### src/rtl/vend_ctrl_multi.sv
// Multi-product vending controller: coin credit accumulation, lowest-index item
// selection, vend handshake with timeout refund and token-by-token change payout.
module vend_ctrl_multi #(
  parameter int NUM_ITEMS    = 5,
  parameter int PRICE_STEP   = 50,
  parameter int COIN_LO      = 50,
  parameter int COIN_HI      = 100,
  parameter int CHANGE_UNIT  = 50,
  parameter int MAX_CREDIT   = 250,
  parameter int CREDIT_W     = 9,
  parameter int VEND_TIMEOUT = 16,
  localparam int IDX_W = (NUM_ITEMS > 1) ? $clog2(NUM_ITEMS) : 1
) (
  input  logic                 clk,
  input  logic                 reset,
  input  logic                 coin_valid,
  input  logic                 coin_sel,
  input  logic [NUM_ITEMS-1:0] item_req,
  input  logic                 cancel,
  input  logic                 dispense_done,
  input  logic                 change_ack,
  output logic [CREDIT_W-1:0]  credit,
  output logic [NUM_ITEMS-1:0] can_buy,
  output logic                 vend_valid,
  output logic [IDX_W-1:0]     vend_item,
  output logic                 change_req,
  output logic                 coin_reject,
  output logic                 req_reject,
  output logic                 vend_fault
);

  localparam int CNT_W = (VEND_TIMEOUT > 1) ? $clog2(VEND_TIMEOUT) : 1;

  typedef enum logic [1:0] {S_IDLE, S_CREDIT, S_VEND, S_CHANGE} state_t;

  state_t                state_q, state_d;
  logic [CREDIT_W-1:0]   credit_q, credit_d;
  logic [CNT_W-1:0]      cnt_q, cnt_d;
  logic [IDX_W-1:0]      item_q, item_d;
  logic                  coin_rej_q, coin_rej_d;
  logic                  req_rej_q, req_rej_d;
  logic                  fault_q, fault_d;

  logic [NUM_ITEMS-1:0][CREDIT_W-1:0] price;
  logic                  shop_open;
  logic                  req_any;
  logic [IDX_W-1:0]      req_idx;
  logic [CREDIT_W-1:0]   req_price;
  logic [CREDIT_W-1:0]   vend_price;
  logic [CREDIT_W-1:0]   coin_val;
  logic [CREDIT_W:0]     coin_sum;

  assign shop_open = (state_q == S_IDLE) || (state_q == S_CREDIT);

  // Price table and affordability, one comparator per product.
  for (genvar g = 0; g < NUM_ITEMS; g++) begin : g_item
    assign price[g]   = CREDIT_W'((g + 1) * PRICE_STEP);
    assign can_buy[g] = shop_open && (credit_q >= price[g]);
  end

  // Lowest set request bit wins.
  always_comb begin
    req_idx = '0;
    for (int i = NUM_ITEMS - 1; i >= 0; i--)
      if (item_req[i]) req_idx = IDX_W'(i);
  end

  assign req_any    = |item_req;
  assign req_price  = price[req_idx];
  assign vend_price = price[item_q];
  assign coin_val   = coin_sel ? CREDIT_W'(COIN_HI) : CREDIT_W'(COIN_LO);
  assign coin_sum   = {1'b0, credit_q} + {1'b0, coin_val};

  always_comb begin
    state_d    = state_q;
    credit_d   = credit_q;
    cnt_d      = cnt_q;
    item_d     = item_q;
    coin_rej_d = 1'b0;
    req_rej_d  = 1'b0;
    fault_d    = 1'b0;
    unique case (state_q)
      S_IDLE, S_CREDIT: begin
        if (cancel) begin
          coin_rej_d = coin_valid;
          if (state_q == S_CREDIT) state_d = S_CHANGE;
        end else if (req_any) begin
          coin_rej_d = coin_valid;
          if (credit_q >= req_price) begin
            credit_d = credit_q - req_price;
            item_d   = req_idx;
            cnt_d    = '0;
            state_d  = S_VEND;
          end else begin
            req_rej_d = 1'b1;
          end
        end else if (coin_valid) begin
          if (coin_sum > (CREDIT_W + 1)'(MAX_CREDIT)) begin
            coin_rej_d = 1'b1;
          end else begin
            credit_d = coin_sum[CREDIT_W-1:0];
            state_d  = S_CREDIT;
          end
        end
      end
      S_VEND: begin
        coin_rej_d = coin_valid;
        if (dispense_done) begin
          state_d = (credit_q != '0) ? S_CHANGE : S_IDLE;
        end else if (cnt_q == CNT_W'(VEND_TIMEOUT - 1)) begin
          // Dispenser never answered: hand the price back as change.
          fault_d  = 1'b1;
          credit_d = credit_q + vend_price;
          state_d  = S_CHANGE;
        end else begin
          cnt_d = cnt_q + CNT_W'(1);
        end
      end
      S_CHANGE: begin
        coin_rej_d = coin_valid;
        if (credit_q == '0) begin
          state_d = S_IDLE;
        end else if (change_ack) begin
          if (credit_q <= CREDIT_W'(CHANGE_UNIT)) begin
            credit_d = '0;
            state_d  = S_IDLE;
          end else begin
            credit_d = credit_q - CREDIT_W'(CHANGE_UNIT);
          end
        end
      end
      default: state_d = S_IDLE;
    endcase
  end

  always_ff @(posedge clk or posedge reset) begin
    if (reset) begin
      state_q    <= S_IDLE;
      credit_q   <= '0;
      cnt_q      <= '0;
      item_q     <= '0;
      coin_rej_q <= 1'b0;
      req_rej_q  <= 1'b0;
      fault_q    <= 1'b0;
    end else begin
      state_q    <= state_d;
      credit_q   <= credit_d;
      cnt_q      <= cnt_d;
      item_q     <= item_d;
      coin_rej_q <= coin_rej_d;
      req_rej_q  <= req_rej_d;
      fault_q    <= fault_d;
    end
  end

  assign credit      = credit_q;
  assign vend_valid  = (state_q == S_VEND);
  assign vend_item   = item_q;
  assign change_req  = (state_q == S_CHANGE);
  assign coin_reject = coin_rej_q;
  assign req_reject  = req_rej_q;
  assign vend_fault  = fault_q;

endmodule

### config.mk
export PLATFORM = sky130hd
export DESIGN_NAME = vend_ctrl_multi
export DESIGN_NICKNAME = d
export VERILOG_FILES = /design/src/rtl/vend_ctrl_multi.sv
export SDC_FILE = /design/constraint.sdc
export NUM_CORES = 1
export LEC_CHECK = 0
export CAP_MARGIN = 40
export CORE_MARGIN = 10
export CORE_UTILIZATION = 55
export CTS_CLUSTER_SIZE = 8
export DETAILED_ROUTE_END_ITERATION = 10
export PLACE_DENSITY = 0.88
export SETUP_SLACK_MARGIN = 0.4
export SYNTH_ARGS = -nofsm -noshare
export SYNTH_HDL_FRONTEND = slang
export SYNTH_SLANG_ARGS = --single-unit
export TNS_END_PERCENT = 1
### constraint.sdc
create_clock -name clk -period 4.03 [get_ports clk]
set_clock_uncertainty 0.05 [all_clocks]
set_input_delay 0.403 -clock clk [delete_from_list [all_inputs] [get_ports clk]]
set_output_delay 0.403 -clock clk [all_outputs]
set_load 0.02 [all_outputs]
==> results of run 1 <==
## layout make-up
cell class                      count  area (sq um)  area share [%]
Multi-Input combinational cell    261          1850            62.7
Sequential cell                    20           500            17.0
Timing Repair Buffer               40           394            13.4
Inverter                           18          67.6            2.29
Tap cell                           52          65.1            2.21
Clock buffer                        3          41.3            1.40
Clock inverter                      1          30.0            1.02
## final timing paths
path,end,slack (ns),depth (start not counted)
max,state_q[0],0.73,11
min,cnt_q[3],0.51,2
max reg2reg,state_q[0],0.88,8
min reg2reg,cnt_q[3],0.51,2
max in group asynchronous,credit[5],2.91,2
min in group asynchronous,req_reject,0.54,2
## report_power, final
part / leakage [nW] / internal (mW) / switching (mW)
combinational: 1.04 / 0.910 / 1.11
clock: 0.0357 / 0.133 / 0.0669
sequential: 0.253 / 0.277 / 0.242
total: 1.32 / 1.32 / 1.41
## synth_stat cells (all sizes together), types with 6 or more instances
cell type,number
nand2,20
inv,18
nand2b,6
nor2,37
nor3,13
xnor2,6
o21ai,20
dfrtp,20
ha,24
xor2,7
clkbuf,13
a21oi,20
## flip-flops by register name, summed over array words and instances (netlist names)
register / flops
cnt_q: 4
coin_reject: 1
credit: 8
req_reject: 1
state_q: 2
vend_fault: 1
vend_item: 3
## worst max-delay path, cell delays in order
cell	delay [ns]
clkdlybuf4s50_1	0.57
inv_1	0.09
ha_1	0.23
fa_1	0.42
nand3_1	0.19
a21boi_1	0.08
nand4b_1	0.18
a2111o_1	0.46
and2_1	0.19
a31oi_1	0.23
mux2_1	0.35
## layer usage
metal	vias to the layer above	global-route usage (%)	part of all wire [%]	routed length, um
li1	1224	-	-	-
met1	1273	23.5	40	2900
met2	114	32.2	51	3690
met3	13	3.09	7.3	530
met4	0	5.15	1.6	115
met5	-	0	0	0
## timing repair
action,CTS,global route
endpoints found under the hold margin,0,0
setup endpoints to repair,6,9
pin swaps,0,6
buffers inserted,0,2
resized for setup,1,10
gates cloned,0,0
## cell families after synthesis
kind of cell,synth area share (%)
AOI/OAI and AO/OA,29.0
xor gates and xnor gates,4.60
adders and majority gates,14.6
buffers and inverters,5.92
DFF,20.2
muxes,3.03
other,0.152
and+or+nand+nor,22.5
## through the flow
| stage | instances | cell area (sq um) | power, mW | utilization (%) |
|---|---|---|---|---|
| finish | 395 | 2950 | 2.73 | 67.7 |
| global route | 395 | 2950 | 2.96 | 67.7 |
| CTS | 393 | 2900 | 2.69 | 66.6 |
| detailed placement | 389 | 2830 | 2.47 | 64.9 |
| global placement | 389 | 2830 | 2.41 | 64.9 |
| floorplan | 317 | 2470 | 1.92 | - |
==> results.json, run 1 <==
{
  "dieWidth_um": 87.1,
  "cts_tree": "done",
  "grt_first_pass_wirelength_um": 11900,
  "crit_type": "input port to flip-flop",
  "fillCellCount": 368,
  "fin_crit_ns": 3.30,
  "synthFlopType": "dfrtp_1",
  "drive_gt1_share_pct": 8.45,
  "io_buffers": 32,
  "dp_worst_setup_slack_ns": 0.106,
  "place_hpwl_um": 5500,
  "arrival_ns": 3.40,
  "fp.dieArea_sq_um": 7580,
  "seq_area_frac_synth_pct": 20.2,
  "first_pass_iters": 5,
  "viasPerCell": 6.64,
  "cts_buffers": 3,
  "cp.required_ns": 4.13,
  "async_reset_ff_share_pct": 100,
  "insertion_delay_ns": 0.26,
  "yosysWarnings": 0,
  "core_area_sq_um": 4350,
  "layout_commonest_cell": "nor2_1",
  "synth_edf_count": 0,
  "outcome": "completed",
  "antenna_cells": 0,
  "synth_fp_nets": 356,
  "netlist_instances": 317,
  "die_h_um": 87.1,
  "yosys.area.top_type_share_pct": 20.2,
  "hp-class": "flip-flop to flip-flop",
  "leakagePower_nw": 1.32,
  "grt_max_degree": 22,
  "cts.path.max_buffers": 2,
  "finalCritPeriodShare_pct": 81.9,
  "grt_usage_pct": 18.8,
  "cap_violations": 0,
  "timing.rr.start": "credit[2]",
  "antenna_left": 0,
  "routed_wl_um": 7240,
  "setup_violations": 0,
  "initial_core_util_pct": 56.8,
  "final_cell_mix": "nor2_1, clkdlybuf4s50_1, ha_1, nand2_1, dfrtp_1",
  "final_max_slew_viol_count": 0,
  "yosys-top-cells-area": "dfrtp_1, ha_1, nor2_1",
  "grt_pass1_vias": 2505,
  "worst_slew_pin_slew_ns": 0.758,
  "powerDensity_nw_per_um2": 927,
  "h-tree-depth": 1,
  "cts-root-buf": "clkbuf_8",
  "synth.avg_cell_area_sq_um": 7.80,
  "vias": 2624,
  "syn_to_final_growth_pct": 19.2,
  "critPathMaxFanout": 4,
  "finalWorstSetupSlack_ns": 0.729,
  "routedWlPerCell_um": 18.3,
  "critPathLaunch": "coin_sel",
  "globalplace.congestion": 0.956,
  "mappedNetlistArea_sq_um": 2470,
  "critPathLaunchType": "input port",
  "ys_ff_latch": 20,
  "ctsHoldBuffers": 0,
  "yosysTopAreaCell": "dfrtp_1",
  "io_pins": 34,
  "nets": 383,
  "clk_pin_slew_ns": 0.08,
  "crit_path_end_kind": "flip-flop",
  "gr-total-overflow": 0,
  "rsz0062_at_grt": "false",
  "cts.sinks": 20,
  "vdd_drop_max_v": 0.000544,
  "antenna_found_initial": 0,
  "first_iter_violations": 260,
  "synth_cell_types": 63,
  "row_count": 24,
  "tns_ns": 0,
  "slew_headroom_pct": 49.4,
  "fmax_ghz": 0.303,
  "hold_start": "cnt_q[3]",
  "whs_ns": 0.512,
  "drc_errors": 0,
  "finalHoldViolations": 0
}
(Power assumes the default switching activity.)
==> run 2: changes to the inputs <==
clock period = 3.1 ns   (was 4.03 ns; I/O delays follow)
==> run 2 against run 1 <==
Against the previous run: via count grew 6.9%; core utilization up 8.4 points; sequential share of layout area decreased by 1.9 points; count of clock-buffer cells in the layout increased by 1; worst setup slack got worse by 0.64 ns; worst hold slack got worse by 0.072 ns; clock power up 4%; routed wire length is 11% higher; flip-flop and latch count unchanged; die area did not move; design area rose by 12%; largest cell class unchanged.
==> results.json, run 2 (same netlist as run 1, synthesis figures left out) <==
{
  "nets": 427,
  "drive_gt1_share_pct": 23.8,
  "leakagePower_nw": 1.51,
  "critPathMaxFanout": 3,
  "whs_ns": 0.440,
  "cp.required_ns": 3.24,
  "largest_reg_flops": 8,
  "antenna_left": 0,
  "initial_core_util_pct": 56.8,
  "syn_to_final_growth_pct": 34.0,
  "place_hpwl_um": 6160,
  "globalplace.congestion": 1.02,
  "routed_wl_um": 8070,
  "finalWorstSetupSlack_ns": 0.0883,
  "hp-class": "input port to asynchronous set/reset pin",
  "io_pins": 34,
  "slew_headroom_pct": 47.5,
  "dp_worst_setup_slack_ns": -0.748,
  "first_iter_violations": 448,
  "critPathMostFrequentCell": "o31a_1",
  "critPathLaunchType": "input port",
  "cts_tree": "done",
  "placed_cells": 435,
  "setup_violations": 0,
  "grt_usage_pct": 21.4,
  "layout_commonest_cell": "buf_4",
  "finalCritPeriodShare_pct": 97.2,
  "gr-total-overflow": 0,
  "met2_wirelength_um": 3860,
  "fillCellCount": 294,
  "wl_met1_um": 3200,
  "crit_type": "input port to flip-flop",
  "fmax_ghz": 0.332,
  "grt_max_degree": 21,
  "outcome": "completed",
  "fin_crit_ns": 3.01,
  "critical-path-max-stage-delay_ns": 0.46,
  "tns_ns": 0,
  "worst-path-buf-inv": 3,
  "vdd_drop_max_v": 0.000615,
  "cts_buffers": 3,
  "fp.dieArea_sq_um": 7580,
  "arrival_ns": 3.15,
  "highest_layer": "met4",
  "row_count": 24,
  "crit_path_end_kind": "flip-flop",
  "viasPerCell": 6.39,
  "worst_slew_pin_slew_ns": 0.786,
  "path_delay_family": "compound AO/OA/AOI/OAI gates",
  "ctsHoldBuffers": 0,
  "cts.path.max_buffers": 2,
  "crit_chain": "buf_2 -> a21oi_4 -> nor2_2 -> ha_2 -> nand2_2 -> inv_2 -> fa_2 -> nor2b_4 -> o31a_1 -> o31a_1 -> or4_4 -> a221oi_4 -> or2_1 -> buf_4 -> mux2i_1",
  "rsz0062_at_grt": "true",
  "vias": 2806,
  "grt_first_pass_wirelength_um": 13400,
  "cts-root-buf": "clkbuf_8",
  "cts.sinks": 20,
  "h-tree-depth": 1,
  "cap_violations": 0,
  "first_pass_iters": 6,
  "io_buffers": 32,
  "final_max_slew_viol_count": 0,
  "finalPower_mw": 3.98,
  "slowest_stage": "or4_4",
  "cts_setup_buffers": 0,
  "finalHoldViolations": 0,
  "antenna_found_initial": 0,
  "grt_pass1_vias": 2787,
  "final_cell_mix": "buf_4, nor2_1, clkdlybuf4s50_1, ha_1, dfrtp_1",
  "routedWlPerCell_um": 18.4,
  "antenna_cells": 0,
  "instances_no_fill": 439,
  "dieWidth_um": 87.1,
  "met3_length_um": 762,
  "drc_errors": 0,
  "insertion_delay_ns": 0.27,
  "core_area_sq_um": 4350,
  "powerDensity_nw_per_um2": 1200,
  "die_h_um": 87.1,
  "clk_pin_slew_ns": 0.08
}
## run 2: cell count changes in the layout (fill, tap and decap cells not counted), moves of 2 or more
cell,previous run,this run
nor2_1,36,33
buf_2,0,3
buf_4,7,52
nor2_2,1,4
and2_4,0,2
ha_1,24,22
and2_1,3,1
dlygate4sd2_1,0,2
clkdlybuf4s50_1,28,26
dlymetal6s2s_1,4,0
## run 2: layout make-up
cell class / count / area, sq um / share of cell area (%)
clock buffers: 4 / 55.1 / 1.66
well taps: 52 / 65.1 / 1.96
inverters: 18 / 67.6 / 2.04
repair buffers: 84 / 694 / 20.9
multi-input cells: 261 / 1930 / 58.3
flip-flops and latches: 20 / 500 / 15.1
## run 2: what timing repair did
action,CTS,global route
gates resized for setup,33,9
pin swaps,3,3
gates cloned,0,0
setup endpoints to repair,19,19
## run 2: layer usage
metal	vias up	track usage (%)
met1	1293	26.2
met4	0	6.92
met3	37	4.78
li1	1313	-
met5	-	0
met2	163	36.1
## run 2: through the flow
stage / util, % / cell area (sq um)
global route: 76.1 / 3320
CTS: 75.5 / 3290
finish: 76.1 / 3320
floorplan: - / 2490
global placement: 73.2 / 3190
detailed placement: 73.2 / 3190
## run 2: worst paths after layout
path                            depth (start not counted)            to   startpoint  slack, ns
worst max-delay path                                   15     credit[2]  item_req[3]       0.09
worst min register to register                          2      cnt_q[3]     cnt_q[3]       0.50
min in group clk                                        2      cnt_q[3]     cnt_q[3]       0.50
worst min-delay path                                    2    req_reject        reset       0.44
worst max register to register                         11     credit[2]    credit[1]       0.11
max in group asynchronous                               2  vend_item[0]        reset       2.06
## run 2: power breakdown
part	total, mW	switching (mW)	leakage [nW]	internal, mW
Sequential	0.569	0.206	0.253	0.363
Combinational	3.20	1.72	1.23	1.49
Clock	0.207	0.0937	0.0288	0.113
